[src/rtl/led_pattern_pkg.sv]
// Shared types for the LED pattern generator: channel modes, per-channel
// config record and reset defaults.
package led_pattern_pkg;

    // Config fields are carried at a fixed width; channels compare against
    // zero-extended counters, so unused upper bits stay constant zero.
    localparam int CFG_W = 32;

    typedef enum logic [1:0] {
        MODE_OFF   = 2'd0,
        MODE_ON    = 2'd1,
        MODE_BLINK = 2'd2,
        MODE_PWM   = 2'd3
    } mode_e;

    typedef struct packed {
        mode_e            mode;
        logic [CFG_W-1:0] period;
        logic [CFG_W-1:0] duty;
    } cfg_t;

    localparam mode_e            RST_MODE = MODE_BLINK;
    localparam logic [CFG_W-1:0] RST_DUTY = '0;

    function automatic cfg_t cfg_reset(input logic [CFG_W-1:0] period);
        cfg_t c;
        c.mode   = RST_MODE;
        c.period = period;
        c.duty   = RST_DUTY;
        return c;
    endfunction

    // LED level on the edge a config becomes active (counter restarts at 0).
    function automatic logic start_level(input cfg_t c);
        case (c.mode)
            MODE_OFF: return 1'b0;
            MODE_PWM: return c.duty != '0;
            default:  return 1'b1;
        endcase
    endfunction

endpackage

[src/rtl/led_pattern_gen_if.sv]
// Runtime config write port: one channel's mode/period/duty per accepted beat.
interface led_pattern_gen_if #(
    parameter int N_CH  = 8,
    parameter int CNT_W = 17
);
    localparam int CH_W = (N_CH > 1) ? $clog2(N_CH) : 1;

    logic             cfg_valid;
    logic             cfg_ready;
    logic [CH_W-1:0]  cfg_ch;
    logic [1:0]       cfg_mode;
    logic [CNT_W-1:0] cfg_period;
    logic [CNT_W-1:0] cfg_duty;

    modport master (
        output cfg_valid, cfg_ch, cfg_mode, cfg_period, cfg_duty,
        input  cfg_ready
    );

    modport slave (
        input  cfg_valid, cfg_ch, cfg_mode, cfg_period, cfg_duty,
        output cfg_ready
    );
endinterface

[src/rtl/led_pattern_gen_channel.sv]
// One LED channel: wrap counter, double-buffered config and led/wrap drive.
// New settings land only at a wrap (or next tick when idle in OFF/ON).
module led_channel
    import led_pattern_pkg::*;
#(
    parameter int CNT_W      = 17,
    parameter int DEF_PERIOD = 600
) (
    input  logic clk,
    input  logic rst,
    input  logic tick,
    input  logic wr,
    input  cfg_t wr_cfg,
    output logic led,
    output logic wrap_pulse
);
    localparam logic [CNT_W-1:0] DEF_P = CNT_W'(DEF_PERIOD);

    cfg_t             act, pnd, nxt_cfg;
    logic             pend, running, wrap, adopt, led_nxt;
    logic [CNT_W-1:0] cnt, cnt_nxt;

    always_comb begin
        running = (act.mode == MODE_BLINK) || (act.mode == MODE_PWM);
        wrap    = tick && running && (CFG_W'(cnt) == act.period);
        adopt   = tick && (wrap || !running) && (pend || wr);
        // A write arriving on the adoption edge bypasses the pending slot.
        nxt_cfg = wr ? wr_cfg : pnd;

        cnt_nxt = cnt;
        if (adopt || wrap)
            cnt_nxt = '0;
        else if (tick && running)
            cnt_nxt = cnt + 1'b1;

        led_nxt = led;
        if (adopt)
            led_nxt = start_level(nxt_cfg);
        else begin
            case (act.mode)
                MODE_OFF:   led_nxt = 1'b0;
                MODE_ON:    led_nxt = 1'b1;
                MODE_BLINK: if (wrap) led_nxt = ~led;
                MODE_PWM:   led_nxt = CFG_W'(cnt_nxt) < act.duty;
                default:    led_nxt = led;
            endcase
        end
    end

    always_ff @(posedge clk) begin
        if (rst) begin
            act        <= cfg_reset(CFG_W'(DEF_P));
            pnd        <= cfg_reset(CFG_W'(DEF_P));
            pend       <= 1'b0;
            cnt        <= '0;
            led        <= 1'b1;
            wrap_pulse <= 1'b0;
        end else begin
            cnt        <= cnt_nxt;
            led        <= led_nxt;
            wrap_pulse <= wrap;
            if (adopt) begin
                act  <= nxt_cfg;
                pend <= 1'b0;
            end else if (wr) begin
                pnd  <= wr_cfg;
                pend <= 1'b1;
            end
        end
    end

endmodule

[src/rtl/led_pattern_gen.sv]
// Multi-channel LED pattern generator: shared prescaler, config decode and
// an array of independent led_channel instances.
module led_pattern_gen
    import led_pattern_pkg::*;
#(
    parameter int N_CH       = 8,
    parameter int CNT_W      = 17,
    parameter int PRESCALE   = 1,
    parameter int DEF_PERIOD = 600
) (
    input  logic              sys_clk,
    input  logic              sys_rst,
    led_pattern_gen_if.slave  cfg,
    output logic [N_CH-1:0]   led,
    output logic [N_CH-1:0]   wrap_pulse
);
    localparam int              CH_W    = (N_CH > 1) ? $clog2(N_CH) : 1;
    localparam int              PS_W    = (PRESCALE > 1) ? $clog2(PRESCALE) : 1;
    localparam logic [PS_W-1:0] PS_LAST = PS_W'(PRESCALE - 1);

    logic [PS_W-1:0] ps_cnt;
    logic            tick, accept;
    cfg_t            wcfg;

    assign tick          = (ps_cnt == PS_LAST);
    assign cfg.cfg_ready = ~sys_rst;
    assign accept        = cfg.cfg_valid && ~sys_rst;

    always_ff @(posedge sys_clk) begin
        if (sys_rst || tick)
            ps_cnt <= '0;
        else
            ps_cnt <= ps_cnt + 1'b1;
    end

    always_comb begin
        wcfg.mode   = mode_e'(cfg.cfg_mode);
        wcfg.period = CFG_W'(cfg.cfg_period);
        wcfg.duty   = CFG_W'(cfg.cfg_duty);
    end

    // Channel indices at or above N_CH match no instance and are dropped.
    for (genvar i = 0; i < N_CH; i++) begin : g_ch
        localparam logic [CH_W-1:0] IDX = CH_W'(i);
        led_channel #(
            .CNT_W      (CNT_W),
            .DEF_PERIOD (DEF_PERIOD)
        ) u_ch (
            .clk        (sys_clk),
            .rst        (sys_rst),
            .tick       (tick),
            .wr         (accept && (cfg.cfg_ch == IDX)),
            .wr_cfg     (wcfg),
            .led        (led[i]),
            .wrap_pulse (wrap_pulse[i])
        );
    end

endmodule
[src/flat_wrapper.sv]
// flat-port wrapper written by rule: the top's interface ports become plain ports
module led_pattern_gen_flat import led_pattern_pkg::*;
#(
    parameter int N_CH       = 8,
    parameter int CNT_W      = 17,
    parameter int PRESCALE   = 1,
    parameter int DEF_PERIOD = 600
)
  (sys_clk, sys_rst, led, wrap_pulse, cfg_cfg_valid, cfg_cfg_ch, cfg_cfg_mode, cfg_cfg_period, cfg_cfg_duty, cfg_cfg_ready);
  led_pattern_gen_if #(.N_CH(N_CH), .CNT_W(CNT_W)) cfg_i ();
  input  logic sys_clk;
  input  logic sys_rst;
  output logic [N_CH-1:0] led;
  output logic [N_CH-1:0] wrap_pulse;
  input wire logic [$bits(cfg_i.cfg_valid)-1:0] cfg_cfg_valid;
  input wire logic [$bits(cfg_i.cfg_ch)-1:0] cfg_cfg_ch;
  input wire logic [$bits(cfg_i.cfg_mode)-1:0] cfg_cfg_mode;
  input wire logic [$bits(cfg_i.cfg_period)-1:0] cfg_cfg_period;
  input wire logic [$bits(cfg_i.cfg_duty)-1:0] cfg_cfg_duty;
  output wire logic [$bits(cfg_i.cfg_ready)-1:0] cfg_cfg_ready;
  assign cfg_i.cfg_valid = cfg_cfg_valid;
  assign cfg_i.cfg_ch = cfg_cfg_ch;
  assign cfg_i.cfg_mode = cfg_cfg_mode;
  assign cfg_i.cfg_period = cfg_cfg_period;
  assign cfg_i.cfg_duty = cfg_cfg_duty;
  assign cfg_cfg_ready = cfg_i.cfg_ready;
  led_pattern_gen #(.N_CH(N_CH), .CNT_W(CNT_W), .PRESCALE(PRESCALE), .DEF_PERIOD(DEF_PERIOD)) u_core (.sys_clk(sys_clk), .sys_rst(sys_rst), .cfg(cfg_i), .led(led), .wrap_pulse(wrap_pulse));
endmodule
[config.mk]
export PLATFORM = sky130hd
export DESIGN_NAME = led_pattern_gen_flat
export DESIGN_NICKNAME = d
export VERILOG_FILES = /design/src/rtl/led_pattern_pkg.sv /design/src/rtl/led_pattern_gen_if.sv /design/src/rtl/led_pattern_gen_channel.sv /design/src/rtl/led_pattern_gen.sv /design/src/flat_wrapper.sv
export SDC_FILE = /design/constraint.sdc
export NUM_CORES = 2
export LEC_CHECK = 0
export CORE_UTILIZATION = 65
export CTS_BUF_LIST = sky130_fd_sc_hd__clkbuf_16
export DETAILED_ROUTE_END_ITERATION = 6
export PLACE_DENSITY = 0.82
export SLEW_MARGIN = 10
export SYNTH_ARGS = -nofsm -noshare
export SYNTH_HDL_FRONTEND = slang
export SYNTH_SLANG_ARGS = --single-unit
[constraint.sdc]
create_clock -name sys_clk -period 8.15 [get_ports sys_clk]
set_input_delay 0.815 -clock sys_clk [delete_from_list [all_inputs] [get_ports sys_clk]]
set_output_delay 0.815 -clock sys_clk [all_outputs]
set_load 0.02 [all_outputs]
==> impl_metrics.ini <==
[global_routing]
grt_max_degree = 217
grt.overflow.total = 0
grt_usage = 0.328
grt_first_pass_wirelength_mm = 217
antenna_found_initial = 7
grt_pass1_vias = 40872

[logic_synthesis]
async_reset_ff_frac = 0
synth_warnings = 0
synth-seq-area-share = 0.473
yosysTopAreaCell = dfxtp_1
synth.area.top_cells = dfxtp_1 (47%), nand2_1 (9.3%), a21oi_1 (5.2%)
synth_edf_count = 0
synth_cell_types = 64
syn_inst = 6338
ys_ff_latch = 1217
ys.flop_type = dfxtp_1
syn_area_mm2 = 0.0515
syn-num-nets = 6516
avgSynthCellArea_um2 = 8.13
yosysTopAreaCellShare = 0.473

[timing]
tightest_slew_ns = 1.19
rsz0062_at_grt = no
maxSlewHeadroom = 0.205
finalSetupViolCount = 0
skew_ns = 0.0211
setup_tns_ns = 0
hold_viol = 0
period_minus_slack_ns = 5.03
slew_violations = 0
clock.fmax_ghz = 0.199
period_share = 0.617

[placed_design]
io_buffers = 58
dp_hpwl_mm = 80.1
gp_congestion = 0.942

[pwr]
power_leakage_nw = 20.8
power_mw = 12.0
max-vdd-ir-drop_uv = 209
power_density_mw_per_mm2 = 213

[job]
drv_cap = 0

[worst_setup_path]
worst_setup_path_end_kind = flip-flop
cp.required_ns = 8.70
critical_path_arrival_ns = 5.58
crit_path_start_kind = input pin
crit_type = input pin to flip-flop
critPathMaxFanout = 39

[cells_and_area]
antennaDiodeCount = 0
layout-drive-gt1-share = 0.0509
area_growth_pct = 8.97
fillerInstances = 5985
final_nets = 6265
multi_input_area_mm2 = 0.0247
final-seq-area_mm2 = 0.0244

[clock_tree]
cts_tree = done
postCtsSetupRepairBufs = 0
h-tree-depth = 3
cts_buffers = 118
post_cts_resized = 0
cts_buffer_depth = 3
root_buffer = clkbuf_16
insertion_delay_ns = 0.69
cts_hold_buffers = 0
cts.sinks = 1217
clk_pin_slew_ns = 0.06

[die]
num_rows = 102
die_h_um = 284
ioPinCount = 59
dieArea_mm2 = 0.0804
core_mm2 = 0.0780
die_w_um = 284
initial_utilization = 0.661

[hold_path]
hp-class = flip-flop to flip-flop

[drt]
drt_wl_total_mm = 136
vias_per_cell = 6.11
first_iter_violations = 4735
wl_per_cell_um = 18.8
ant_nets = 0
vias = 44152
drc = 0
first_pass_iters = 6

[outcome]
status = finished, final reports clean
-- flip-flops by register name, indices dropped and copies added (netlist names) --
register                     count
u_core.g_ch.u_ch.led             8
u_core.g_ch.u_ch.act           528
u_core.ps_cnt                    1
u_core.g_ch.u_ch.pnd           528
u_core.g_ch.u_ch.wrap_pulse      8
u_core.g_ch.u_ch.pend            8
u_core.g_ch.u_ch.cnt           136
-- metrics by stage --
step                      utilization  hold slack [ns]  setup WS [ns]  cell area, um2  std cells
after detailed placement        0.670            0.443           2.55           52200       7007
after CTS                       0.720            0.450           3.21           56100       7224
final                           0.720            0.449           3.12           56200       7224
after floorplan                     -            0.427           4.20           51500       6338
after global placement          0.670            0.435           2.74           52200       7007
after global routing            0.720            0.461           2.87           56200       7224
-- area by class of cell --
class	count	area share
repair buffers	155	0.0236
clock buffers	121	0.0539
multi-input cells	4450	0.440
inverters	145	0.00983
clock inverters	96	0.0157
flip-flops and latches	1217	0.434
well taps	1040	0.0232
-- layout by cell type, fill, tap and decap left out, types with 63 or more instances in the layout --
| cell type | count |
|---|---|
| nand2_1 | 1266 |
| nand3_1 | 365 |
| nor2_1 | 571 |
| and2_1 | 63 |
| a311oi_1 | 205 |
| ha_1 | 136 |
| o21ai_0 | 117 |
| xor2_1 | 144 |
| mux2i_1 | 63 |
| dfxtp_1 | 1216 |
| nor3_1 | 108 |
| xnor2_1 | 118 |
| clkbuf_16 | 121 |
| inv_1 | 167 |
| and3_1 | 199 |
| nor4_1 | 139 |
| a21oi_1 | 536 |
| nand4_1 | 91 |
| buf_4 | 96 |
-- kinds of logic after synthesis --
| family | count (synthesis) | share of synthesized area |
|---|---|---|
| other | 1 | 0.0000728 |
| and+or+nand+nor | 2935 | 0.257 |
| AOI/OAI and AO/OA | 1052 | 0.128 |
| buffers and inverters | 671 | 0.0522 |
| DFF | 1217 | 0.473 |
| xor gates and xnor gates | 262 | 0.0445 |
| adders and majority gates | 136 | 0.0330 |
| muxes | 64 | 0.0125 |
-- worst paths after layout --
path / slack (ns) / cells after the start / to / startpoint
worst max-delay path: 3.12 / 16 / u_core.g_ch[6].u_ch.led$_SDFFE_PP1P_ / cfg_cfg_ch[0]
worst min-delay path: 0.45 / 2 / u_core.g_ch[0].u_ch.act[31]$_SDFFE_PP0P_ / u_core.g_ch[0].u_ch.act[31]$_SDFFE_PP0P_
worst max register to register: 3.56 / 15 / u_core.g_ch[6].u_ch.led$_SDFFE_PP1P_ / u_core.g_ch[6].u_ch.act[65]$_SDFFE_PP1P_
worst min register to register: 0.45 / 2 / u_core.g_ch[0].u_ch.act[31]$_SDFFE_PP0P_ / u_core.g_ch[0].u_ch.act[31]$_SDFFE_PP0P_
-- critical path, cell delays in order --
cell             delay (ns)
clkdlybuf4s50_1        0.60
nand2b_1               0.29
nor2_2                 0.19
buf_4                  0.43
o21ai_0                0.36
o21ai_1                0.88
nor2_1                 0.18
ha_1                   0.37
a21oi_1                0.07
o21ai_0                0.16
nor4_1                 0.06
o311ai_0               0.52
nor2_1                 0.10
and4_1                 0.22
a211oi_1               0.22
a22oi_1                0.09
-- Yosys cell counts, drive strengths merged (91+ instances only) --
master,count
a21oi,541
a311oi,205
and3,199
buf,139
clkbuf,387
dfxtp,1217
ha,136
inv,144
nand2,1276
nand3,367
nand4,91
nor2,583
nor3,109
nor4,139
o21ai,121
xnor2,118
xor2,144
-- routing by layer --
metal,share of wire,wire [um],vias to the layer above,GRT usage
li1,-,-,21262,-
met1,0.43,58700,20994,0.454
met2,0.44,60000,1581,0.507
met3,0.083,11300,299,0.0578
met4,0.041,5490,16,0.133
met5,0.00072,97,-,0
-- power breakdown --
part	internal, mW	switching [mW]	leakage (nW)	total, mW
combinational	0.115	0.345	9.03	0.460
clock	3.21	2.30	1.99	5.51
sequential	5.98	0.0282	9.81	6.01
(Power assumes the default switching activity.)
